### config.mk
export PLATFORM = sky130hd
export DESIGN_NAME = pipe_front_regs_flat
export DESIGN_NICKNAME = d
export VERILOG_FILES = /design/src/rtl/pipe_front_regs_if.sv /design/src/rtl/pipe_front_regs.sv /design/src/flat_wrapper.sv
export SDC_FILE = /design/constraint.sdc
export NUM_CORES = 1
export LEC_CHECK = 0
export BUFFER_PORTS_ARGS = -buffer_cell sky130_fd_sc_hd__buf_2
export CAP_MARGIN = 20
export CORE_MARGIN = 4
export CORE_UTILIZATION = 53
export CTS_CLUSTER_SIZE = 25
export DETAILED_ROUTE_END_ITERATION = 8
export HOLD_SLACK_MARGIN = 0.1
export PLACE_DENSITY_LB_ADDON = 0.2
export SYNTH_ARGS = -nofsm -noshare
export SYNTH_HDL_FRONTEND = slang
export SYNTH_SLANG_ARGS = --single-unit
### constraint.sdc
create_clock -name clk_i -period 2.7 [get_ports clk_i]
set_input_delay 0.405 -clock clk_i [delete_from_list [all_inputs] [get_ports clk_i]]
set_output_delay 0.405 -clock clk_i [all_outputs]
set_load 0.005 [all_outputs]
### src/rtl/pipe_front_regs_if.sv
// Signal bundle between the MIPS front-end pipeline registers and the fetch/hazard/decode logic.
// With PIPE_STALL_CNT_EN defined the bundle also carries the stall/flush event counters.
interface pipe_front_regs_if #(
  parameter int DATA_W = 32
);
  logic [DATA_W-1:0] imem_instr_i;
  logic              pc_write_i;
  logic              if_id_write_i;
  logic              stall_i;
  logic              branch_taken_i;
  logic [DATA_W-1:0] branch_target_i;
  logic              dec_reg_write_i;
  logic              dec_mem_read_i;
  logic              dec_mem_write_i;
  logic              dec_alu_src_i;

  logic [DATA_W-1:0] pc_o;
  logic [DATA_W-1:0] if_id_instr_o;
  logic [DATA_W-1:0] if_id_pc4_o;
  logic [5:0]        opcode_o;
  logic [4:0]        if_id_rs_o;
  logic [4:0]        if_id_rt_o;
  logic              id_ex_reg_write_o;
  logic              id_ex_mem_read_o;
  logic              id_ex_mem_write_o;
  logic              id_ex_alu_src_o;
  logic [4:0]        id_ex_rt_o;
  logic [4:0]        id_ex_rd_o;
  logic              ex_mem_mem_read_o;
  logic              ex_mem_reg_write_o;
  logic [4:0]        ex_mem_rt_o;
  logic              protocol_err_o;
`ifdef PIPE_STALL_CNT_EN
  logic [15:0]       stall_cnt_o;
  logic [15:0]       flush_cnt_o;
`endif

  modport slave (
`ifdef PIPE_STALL_CNT_EN
    output stall_cnt_o, flush_cnt_o,
`endif
    input  imem_instr_i, pc_write_i, if_id_write_i, stall_i, branch_taken_i,
           branch_target_i, dec_reg_write_i, dec_mem_read_i, dec_mem_write_i,
           dec_alu_src_i,
    output pc_o, if_id_instr_o, if_id_pc4_o, opcode_o, if_id_rs_o, if_id_rt_o,
           id_ex_reg_write_o, id_ex_mem_read_o, id_ex_mem_write_o, id_ex_alu_src_o,
           id_ex_rt_o, id_ex_rd_o, ex_mem_mem_read_o, ex_mem_reg_write_o,
           ex_mem_rt_o, protocol_err_o
  );

  modport master (
`ifdef PIPE_STALL_CNT_EN
    input  stall_cnt_o, flush_cnt_o,
`endif
    output imem_instr_i, pc_write_i, if_id_write_i, stall_i, branch_taken_i,
           branch_target_i, dec_reg_write_i, dec_mem_read_i, dec_mem_write_i,
           dec_alu_src_i,
    input  pc_o, if_id_instr_o, if_id_pc4_o, opcode_o, if_id_rs_o, if_id_rt_o,
           id_ex_reg_write_o, id_ex_mem_read_o, id_ex_mem_write_o, id_ex_alu_src_o,
           id_ex_rt_o, id_ex_rd_o, ex_mem_mem_read_o, ex_mem_reg_write_o,
           ex_mem_rt_o, protocol_err_o
  );
endinterface

### src/rtl/pipe_front_regs.sv
// PC, IF/ID, ID/EX and EX/MEM pipeline registers of the 5-stage MIPS front end.
// Optional stall/flush counters are built when PIPE_STALL_CNT_EN is defined.
module pipe_front_regs #(
  parameter int                DATA_W   = 32,
  parameter logic [DATA_W-1:0] RESET_PC = '0
) (
  input  logic             clk_i,
  input  logic             rst_i,
  pipe_front_regs_if.slave bus
);

  typedef struct packed {
    logic       reg_write;
    logic       mem_read;
    logic       mem_write;
    logic       alu_src;
    logic [4:0] rt;
    logic [4:0] rd;
  } id_ex_t;

  typedef struct packed {
    logic       mem_read;
    logic       reg_write;
    logic [4:0] rt;
  } ex_mem_t;

  logic [DATA_W-1:0] pc;
  logic [DATA_W-1:0] pc_plus4;
  logic [DATA_W-1:0] if_id_instr;
  logic [DATA_W-1:0] if_id_pc4;
  logic              if_id_valid;
  logic              br_eff;
  logic              ctl_bad;
  logic              protocol_err;
  id_ex_t            id_ex;
  id_ex_t            id_ex_next;
  ex_mem_t           ex_mem;

  assign pc_plus4 = pc + DATA_W'(4);
  // A branch is only honoured when the hazard unit is not stalling and IF/ID holds a real instruction.
  assign br_eff   = bus.branch_taken_i & ~bus.stall_i & if_id_valid;
  assign ctl_bad  = (bus.pc_write_i == bus.stall_i) | (bus.if_id_write_i == bus.stall_i);

  // NOTE: every variable assigned in always_comb gets a default first so no latch is inferred.
  always_comb begin
    id_ex_next = '0;
    if (!bus.stall_i && if_id_valid) begin
      id_ex_next.reg_write = bus.dec_reg_write_i;
      id_ex_next.mem_read  = bus.dec_mem_read_i;
      id_ex_next.mem_write = bus.dec_mem_write_i;
      id_ex_next.alu_src   = bus.dec_alu_src_i;
      id_ex_next.rt        = if_id_instr[20:16];
      id_ex_next.rd        = bus.dec_alu_src_i ? if_id_instr[20:16] : if_id_instr[15:11];
    end
  end

  // NOTE: sequential state uses non-blocking assignments so every register samples pre-edge values.
  always_ff @(posedge clk_i or negedge rst_i) begin
    if (!rst_i) begin
      pc          <= RESET_PC;
      if_id_instr <= '0;
      if_id_pc4   <= '0;
      if_id_valid <= 1'b0;
    end else if (br_eff) begin
      pc          <= bus.branch_target_i;
      if_id_instr <= '0;
      if_id_pc4   <= '0;
      if_id_valid <= 1'b0;
    end else begin
      if (bus.pc_write_i) pc <= pc_plus4;
      if (bus.if_id_write_i) begin
        if_id_instr <= bus.imem_instr_i;
        if_id_pc4   <= pc_plus4;
        if_id_valid <= 1'b1;
      end
    end
  end

  always_ff @(posedge clk_i or negedge rst_i) begin
    if (!rst_i) begin
      id_ex  <= '0;
      ex_mem <= '0;
    end else begin
      id_ex  <= id_ex_next;
      ex_mem <= '{mem_read: id_ex.mem_read, reg_write: id_ex.reg_write, rt: id_ex.rt};
    end
  end

  // Sticky: once the stall controls disagree, only reset clears the flag.
  always_ff @(posedge clk_i or negedge rst_i) begin
    if (!rst_i)       protocol_err <= 1'b0;
    else if (ctl_bad) protocol_err <= 1'b1;
  end

`ifdef PIPE_STALL_CNT_EN
  logic [15:0] stall_cnt;
  logic [15:0] flush_cnt;

  always_ff @(posedge clk_i or negedge rst_i) begin
    if (!rst_i) begin
      stall_cnt <= '0;
      flush_cnt <= '0;
    end else begin
      if (bus.stall_i && stall_cnt != 16'hFFFF) stall_cnt <= stall_cnt + 16'd1;
      if (br_eff && flush_cnt != 16'hFFFF)      flush_cnt <= flush_cnt + 16'd1;
    end
  end

  assign bus.stall_cnt_o = stall_cnt;
  assign bus.flush_cnt_o = flush_cnt;
`endif

  assign bus.pc_o               = pc;
  assign bus.if_id_instr_o      = if_id_instr;
  assign bus.if_id_pc4_o        = if_id_pc4;
  assign bus.opcode_o           = if_id_instr[31:26];
  assign bus.if_id_rs_o         = if_id_instr[25:21];
  assign bus.if_id_rt_o         = if_id_instr[20:16];
  assign bus.id_ex_reg_write_o  = id_ex.reg_write;
  assign bus.id_ex_mem_read_o   = id_ex.mem_read;
  assign bus.id_ex_mem_write_o  = id_ex.mem_write;
  assign bus.id_ex_alu_src_o    = id_ex.alu_src;
  assign bus.id_ex_rt_o         = id_ex.rt;
  assign bus.id_ex_rd_o         = id_ex.rd;
  assign bus.ex_mem_mem_read_o  = ex_mem.mem_read;
  assign bus.ex_mem_reg_write_o = ex_mem.reg_write;
  assign bus.ex_mem_rt_o        = ex_mem.rt;
  assign bus.protocol_err_o     = protocol_err;

endmodule

### src/flat_wrapper.sv
// flat-port wrapper written by rule: the top's interface ports become plain ports
module pipe_front_regs_flat 
#(
  parameter int                DATA_W   = 32,
  parameter logic [DATA_W-1:0] RESET_PC = '0
)
  (clk_i, rst_i, bus_imem_instr_i, bus_pc_write_i, bus_if_id_write_i, bus_stall_i, bus_branch_taken_i, bus_branch_target_i, bus_dec_reg_write_i, bus_dec_mem_read_i, bus_dec_mem_write_i, bus_dec_alu_src_i, bus_pc_o, bus_if_id_instr_o, bus_if_id_pc4_o, bus_opcode_o, bus_if_id_rs_o, bus_if_id_rt_o, bus_id_ex_reg_write_o, bus_id_ex_mem_read_o, bus_id_ex_mem_write_o, bus_id_ex_alu_src_o, bus_id_ex_rt_o, bus_id_ex_rd_o, bus_ex_mem_mem_read_o, bus_ex_mem_reg_write_o, bus_ex_mem_rt_o, bus_protocol_err_o);
  pipe_front_regs_if #(.DATA_W(DATA_W)) bus_i ();
  input  logic clk_i;
  input  logic rst_i;
  input wire logic [$bits(bus_i.imem_instr_i)-1:0] bus_imem_instr_i;
  input wire logic [$bits(bus_i.pc_write_i)-1:0] bus_pc_write_i;
  input wire logic [$bits(bus_i.if_id_write_i)-1:0] bus_if_id_write_i;
  input wire logic [$bits(bus_i.stall_i)-1:0] bus_stall_i;
  input wire logic [$bits(bus_i.branch_taken_i)-1:0] bus_branch_taken_i;
  input wire logic [$bits(bus_i.branch_target_i)-1:0] bus_branch_target_i;
  input wire logic [$bits(bus_i.dec_reg_write_i)-1:0] bus_dec_reg_write_i;
  input wire logic [$bits(bus_i.dec_mem_read_i)-1:0] bus_dec_mem_read_i;
  input wire logic [$bits(bus_i.dec_mem_write_i)-1:0] bus_dec_mem_write_i;
  input wire logic [$bits(bus_i.dec_alu_src_i)-1:0] bus_dec_alu_src_i;
  output wire logic [$bits(bus_i.pc_o)-1:0] bus_pc_o;
  output wire logic [$bits(bus_i.if_id_instr_o)-1:0] bus_if_id_instr_o;
  output wire logic [$bits(bus_i.if_id_pc4_o)-1:0] bus_if_id_pc4_o;
  output wire logic [$bits(bus_i.opcode_o)-1:0] bus_opcode_o;
  output wire logic [$bits(bus_i.if_id_rs_o)-1:0] bus_if_id_rs_o;
  output wire logic [$bits(bus_i.if_id_rt_o)-1:0] bus_if_id_rt_o;
  output wire logic [$bits(bus_i.id_ex_reg_write_o)-1:0] bus_id_ex_reg_write_o;
  output wire logic [$bits(bus_i.id_ex_mem_read_o)-1:0] bus_id_ex_mem_read_o;
  output wire logic [$bits(bus_i.id_ex_mem_write_o)-1:0] bus_id_ex_mem_write_o;
  output wire logic [$bits(bus_i.id_ex_alu_src_o)-1:0] bus_id_ex_alu_src_o;
  output wire logic [$bits(bus_i.id_ex_rt_o)-1:0] bus_id_ex_rt_o;
  output wire logic [$bits(bus_i.id_ex_rd_o)-1:0] bus_id_ex_rd_o;
  output wire logic [$bits(bus_i.ex_mem_mem_read_o)-1:0] bus_ex_mem_mem_read_o;
  output wire logic [$bits(bus_i.ex_mem_reg_write_o)-1:0] bus_ex_mem_reg_write_o;
  output wire logic [$bits(bus_i.ex_mem_rt_o)-1:0] bus_ex_mem_rt_o;
  output wire logic [$bits(bus_i.protocol_err_o)-1:0] bus_protocol_err_o;
  assign bus_i.imem_instr_i = bus_imem_instr_i;
  assign bus_i.pc_write_i = bus_pc_write_i;
  assign bus_i.if_id_write_i = bus_if_id_write_i;
  assign bus_i.stall_i = bus_stall_i;
  assign bus_i.branch_taken_i = bus_branch_taken_i;
  assign bus_i.branch_target_i = bus_branch_target_i;
  assign bus_i.dec_reg_write_i = bus_dec_reg_write_i;
  assign bus_i.dec_mem_read_i = bus_dec_mem_read_i;
  assign bus_i.dec_mem_write_i = bus_dec_mem_write_i;
  assign bus_i.dec_alu_src_i = bus_dec_alu_src_i;
  assign bus_pc_o = bus_i.pc_o;
  assign bus_if_id_instr_o = bus_i.if_id_instr_o;
  assign bus_if_id_pc4_o = bus_i.if_id_pc4_o;
  assign bus_opcode_o = bus_i.opcode_o;
  assign bus_if_id_rs_o = bus_i.if_id_rs_o;
  assign bus_if_id_rt_o = bus_i.if_id_rt_o;
  assign bus_id_ex_reg_write_o = bus_i.id_ex_reg_write_o;
  assign bus_id_ex_mem_read_o = bus_i.id_ex_mem_read_o;
  assign bus_id_ex_mem_write_o = bus_i.id_ex_mem_write_o;
  assign bus_id_ex_alu_src_o = bus_i.id_ex_alu_src_o;
  assign bus_id_ex_rt_o = bus_i.id_ex_rt_o;
  assign bus_id_ex_rd_o = bus_i.id_ex_rd_o;
  assign bus_ex_mem_mem_read_o = bus_i.ex_mem_mem_read_o;
  assign bus_ex_mem_reg_write_o = bus_i.ex_mem_reg_write_o;
  assign bus_ex_mem_rt_o = bus_i.ex_mem_rt_o;
  assign bus_protocol_err_o = bus_i.protocol_err_o;
  pipe_front_regs #(.DATA_W(DATA_W), .RESET_PC(RESET_PC)) u_core (.clk_i(clk_i), .rst_i(rst_i), .bus(bus_i));
endmodule
==> qor.csv, run 1 <==
metric,value,unit
period_share,0.813,
ios,208,
dr.pass1.iters,5,
final_hold_viol_count,0,
period_needed,2.20,ns
gr-usage-met3,0.0647,
clk_path_buf_depth,2,
setup_viol,0,
synth-edff-count,0,
grt_max_degree,55,
cp_max_fo,7,
routed_via_density,5.23,
post-synth-top-area-cell,dfrtp_1,
syn_nets,627,
crit_required,3.12,ns
power.density,796,nW/um2
outcome,finished clean,
cts.sinks,119,
ys_types,31,
num_vias,4725,
grt_pass1_vias,4979,
syn_area,5570,um2
clk_pin_slew,0.06,ns
synth_ff_type,dfrtp_1,
cp-start-kind,flop,
final_nets,829,
synth-seq-cells,119,
die-area,12200,um2
busiest_layer,met2,
core,10300,um2
grt_setup_unrepaired,false,
p_leak,0.00365,uW
htree_levels,4,
wl_per_cell,16.7,um
drc,0,
synth_cells,552,
min_path_type,primary input to flop,
tightestPinTransition,0.696,ns
synth_warnings,0,
overflow,0,
die_w,111,um
use_met1,0.313,
synth_top_cell_area_share,0.534,
rows,37,
final_cell_mix,"buf_2 (205), dfrtp_1 (119), nand2_1 (64)",
cp-end-kind,flop,
portBuffers,207,
hold-worst-slack,0.120,ns
max-cap-violations,0,
synth.avg_cell_area,10.1,um2
die_y,111,um
grt_usage,0.250,
worstPathArrival,2.62,ns
synth_area_leaders,"dfrtp_1 (53%), mux2i_1 (7.5%), xor2_1 (6.6%)",
clk_latency,0.51,ns
grt_use_met2,0.424,
diodes,0,
crit_type,flop to flop,
post-cts-setup-buffers,0,
yosysSeqAreaShare,0.534,
cts_buffers,17,
cts_tree,built,
cts_root_buffer,clkbuf_8,
wl,15000,um
place.gp.congestion,0.862,
clock.fmax,0.455,GHz
setup_tns,0,ns
maxSlewViolCount,0,
ant_nets,0,
antenna_found_initial,0,
initial_core_util,0.542,
ir_drop,0.390,mV
area_growth_syn_to_layout,33.7,%
synthArstFlopShare,1.00,
layout_commonest_cell,buf_2,
layout-drive-gt1-share,0.336,
grt_pass1_wl,25000,um
dp_hpwl,10300,um
relSlewSlack,0.532,
drtIter0Drc,330,
fin_skew,0.00679,ns
## synth_stat cells (11+ instances only)
| master | instances |
|---|---|
| nand4_1 | 19 |
| buf_4 | 16 |
| mux2i_1 | 42 |
| nand3_1 | 19 |
| and2_1 | 11 |
| o21ai_0 | 50 |
| xnor2_1 | 14 |
| dfrtp_1 | 119 |
| nand2_1 | 64 |
| clkbuf_1 | 32 |
| a21oi_1 | 24 |
| nor2_1 | 60 |
| xor2_1 | 42 |
## critical path, cell delays in order (launching register included)
cell     delay, ns
dfrtp_1       0.51
ha_1          0.31
nand3_2       0.22
nor4_4        0.52
nand4_1       0.19
xor2_1        0.18
o21ai_0       0.16
## through the flow
stage	instances	setup slack, ns	utilization	power, uW	area (um2)
2_1_floorplan	552	0.847	-	3000	5570
3_3_place_gp	849	0.724	0.643	3500	6610
3_5_place_dp	849	0.616	0.643	3540	6610
4_1_cts	903	0.505	0.725	5960	7450
5_1_grt	903	0.355	0.725	6230	7450
6_report	903	0.505	0.725	5930	7450
## sequential cells by signal (all words and copies together), names as in the netlist, 5 cells and up
signal,flops
u_core.bus.id_ex_rt_o,5
u_core.bus.if_id_instr_o,32
u_core.bus.id_ex_rd_o,5
u_core.bus.pc_o,32
u_core.bus.if_id_pc4_o,32
u_core.bus.ex_mem_rt_o,5
## power breakdown
group	internal [uW]	switching, uW	leakage, uW
Clock	1570	816	0.000311
Combinational	548	569	0.00186
Sequential	2070	356	0.00148
Total	4190	1740	0.00365
## cell families after synthesis
group,count (synthesis),share of synthesized area
AOI/OAI and AO/OA,82,0.0765
DFF,119,0.534
buffers and inverters,58,0.0514
xor gates and xnor gates,56,0.0880
and+or+nand+nor,194,0.172
adders and majority gates,1,0.00224
muxes,42,0.0754
## path summary, 6_finish.rpt
path | startpoint | slack (ns) | end | depth (start not counted)
worst max-delay path | u_core.bus.pc_o[2] | 0.50 | u_core.bus.pc_o[16] | 6
worst min-delay path | bus_branch_target_i[10] | 0.12 | u_core.bus.pc_o[10] | 3
worst max register to register | u_core.bus.pc_o[2] | 0.50 | u_core.bus.pc_o[16] | 6
worst min register to register | u_core.bus.id_ex_reg_write_o | 0.37 | u_core.bus.ex_mem_reg_write_o | 0
max in group asynchronous | rst_i | 1.57 | u_core.bus.if_id_instr_o[23] | 3
min in group asynchronous | rst_i | 0.44 | u_core.bus.if_id_pc4_o[10] | 2
## area by class of cell
type	count	area, um2
clock buffer	20	455
clock inverter	12	174
fill	786	2820
inverter	3	11.3
multi-input combinational	375	2310
sequential	119	2980
tap	136	170
timing repair buffer	238	1350
## what timing repair did
action	in CTS	in global routing
endpoints found under the hold margin	64	0
hold buffers	22	0
resized for setup	0	0
## metal layers
layer  wire, um  vias up
li1           -     2251
met1       6210     2261
met2       7630      195
met3       1010       18
met4        201        0
met5          0        -
Power figures use the tool's default switching activity.
==> inputs of run 2 (changes only) <==
--- a/config.mk
+++ b/config.mk
@@ -8,7 +8,7 @@
 export BUFFER_PORTS_ARGS = -buffer_cell sky130_fd_sc_hd__buf_2
 export CAP_MARGIN = 20
 export CORE_MARGIN = 4
-export CORE_UTILIZATION = 53
+export CORE_UTILIZATION = 45
 export CTS_CLUSTER_SIZE = 25
 export DETAILED_ROUTE_END_ITERATION = 8
 export HOLD_SLACK_MARGIN = 0.1
==> constraint.sdc (replaced) <==
create_clock -name clk_i -period 2 [get_ports clk_i]
set_input_delay 0.3 -clock clk_i [delete_from_list [all_inputs] [get_ports clk_i]]
set_output_delay 0.3 -clock clk_i [all_outputs]
set_load 0.005 [all_outputs]
==> run 2 against run 1 <==
  * Clock power is 63% higher
  * Critical endpoint is now u_core.bus.if_id_pc4_o[26]
  * Combinational power rose by 47%
  * Critical path type unchanged
  * Largest power group is now the clock network
  * Highest routed layer unchanged
  * Utilization shrank 7.8 points
  * Hold slack got worse by 0.0087 ns
==> qor.csv, run 2 (synthesis results as in run 1) <==
metric,value,unit,change
outcome,finished clean,,
final_hold_viol_count,0,,unchanged
setup_viol,0,,unchanged
grt_pass1_wl,25200,um,+1.0%
n_fill_cell,996,,+27%
max-cap-violations,0,,unchanged
cp-start-kind,flop,,
layout_commonest_cell,buf_2,,
ios,208,,unchanged
multi_input_area,2320,um2,+0.32%
min_from,bus_branch_target_i[16],,
cts_buffers,17,,unchanged
antenna_found_initial,0,,unchanged
relSlewSlack,0.625,,+0.0928
grt_pass1_vias,4924,,-1.1%
routed_via_density,4.97,,-5.0%
diodes,0,,unchanged
clk_path_buf_depth,2,,unchanged
worstPathArrival,2.17,ns,-0.45 ns
layout-drive-gt1-share,0.352,,+0.0152
fin_util,0.647,,-0.0784
cts_root_buffer,clkbuf_16,,
setup_tns,0,ns,unchanged
hold_path_end,u_core.bus.pc_o[16],,
r2r-start,u_core.bus.pc_o[14],,
wl,15400,um,+2.3%
period_share,0.921,,+0.107
overflow,0,,unchanged
drc,0,,unchanged
htree_levels,4,,unchanged
worstRegToRegCells,6,,unchanged
reg2reg_slack,0.16,ns,-0.35 ns
hold_depth,3,,unchanged
final_area,7800,um2,+4.7%
r2r_end,u_core.bus.if_id_pc4_o[26],,
rows,40,,+8.1%
final_nets,847,,+2.2%
dr.pass1.iters,4,,-1
power.density,1120,nW/um2,+41%
tightestPinTransition,0.563,ns,-0.133 ns
final_cell_mix,"buf_2 (205), dfrtp_1 (119), nand2_1 (64)",,
place_area,6780,um2,+2.7%
ant_nets,0,,unchanged
die-area,14200,um2,+16%
ir_drop,0.698,mV,+79%
crit_required,2.33,ns,-0.79 ns
die_y,119,um,+7.9%
min_path_type,primary input to flop,,
area_growth_syn_to_layout,40.0,%,
grt_max_degree,55,,unchanged
maxSlewViolCount,0,,unchanged
cp_max_fo,8,,+1
wl_per_cell,16.2,um,-3.1%
cp-end-kind,flop,,
initial_core_util,0.462,,-0.0802
cts.sinks,119,,unchanged
p_leak,0.00381,uW,+4.4%
portBuffers,207,,unchanged
num_vias,4735,,+0.21%
crit_type,flop to flop,,
power,8760,uW,+48%
core,12100,um2,+17%
fin_skew,0.00873,ns,+0.00194 ns
place.gp.congestion,0.834,,-3.2%
cts_tree,built,,
regArea,2980,um2,unchanged
period_needed,1.84,ns,-0.354 ns
grt_usage,0.223,,-0.0271
clk_latency,0.41,ns,-0.10 ns
die_w,119,um,+7.9%
clock.fmax,0.543,GHz,+19%
dp_hpwl,11000,um,+6.8%
drtIter0Drc,259,,-22%
clk_pin_slew,0.05,ns,about the same
grt_setup_unrepaired,false,,
run 2: report_power, final:
part           switching, uW  internal, uW
Combinational            848           803
Sequential               411          2800
Clock                   1070          2830
Total                   2320          6430
run 2: worst max-delay path by stage:
stage	depth (start not counted)	from	slack, ns	end
finish	6	u_core.bus.pc_o[14]	0.16	u_core.bus.if_id_pc4_o[26]
global route	6	u_core.bus.pc_o[14]	0.003	u_core.bus.pc_o[30]
CTS	6	u_core.bus.pc_o[2]	0.04	u_core.bus.pc_o[22]
detailed placement	6	u_core.bus.pc_o[2]	0.1	u_core.bus.if_id_pc4_o[26]
global placement	6	u_core.bus.pc_o[2]	0.16	u_core.bus.if_id_pc4_o[26]
floorplan	6	u_core.bus.pc_o[2]	0.15	u_core.bus.pc_o[30]
run 2: final cells by class:
| type | instances | area share |
|---|---|---|
| Sequential cell | 119 | 0.382 |
| Multi-Input combinational cell | 375 | 0.297 |
| Timing Repair Buffer | 256 | 0.196 |
| Clock buffer | 17 | 0.0545 |
| Clock inverter | 15 | 0.0420 |
| Tap cell | 168 | 0.0269 |
| Inverter | 3 | 0.00144 |
run 2: worst max-delay path: stages (launching register included):
cell	delay (ns)
dfrtp_1	0.50
nand4_1	0.32
nor4_4	0.32
buf_4	0.19
nand4_1	0.11
xor2_1	0.17
a21oi_1	0.15
run 2: repair_timing:
item	in CTS	in global routing
buffers inserted	0	3
hold buffers	24	0
endpoints found under the hold margin	58	0
endpoints found under the setup margin	0	12
resized for setup	0	2
run 2: metrics by stage:
| step | hold WS, ns | worst slack [ns] | cells |
|---|---|---|---|
| floorplan | 0.00441 | 0.147 | 552 |
| global route | 0.113 | 0.00255 | 953 |
| global placement | 0.308 | 0.162 | 894 |
| finish | 0.112 | 0.159 | 953 |
| CTS | 0.102 | 0.0399 | 950 |
| detailed placement | 0.314 | 0.0954 | 894 |
run 2: per-layer routing:
layer	track usage	routed length [um]	up-vias
met5	0	0	-
met4	0.0845	164	0
met3	0.0693	1210	14
met2	0.374	7820	173
met1	0.269	6200	2254
li1	-	-	2294
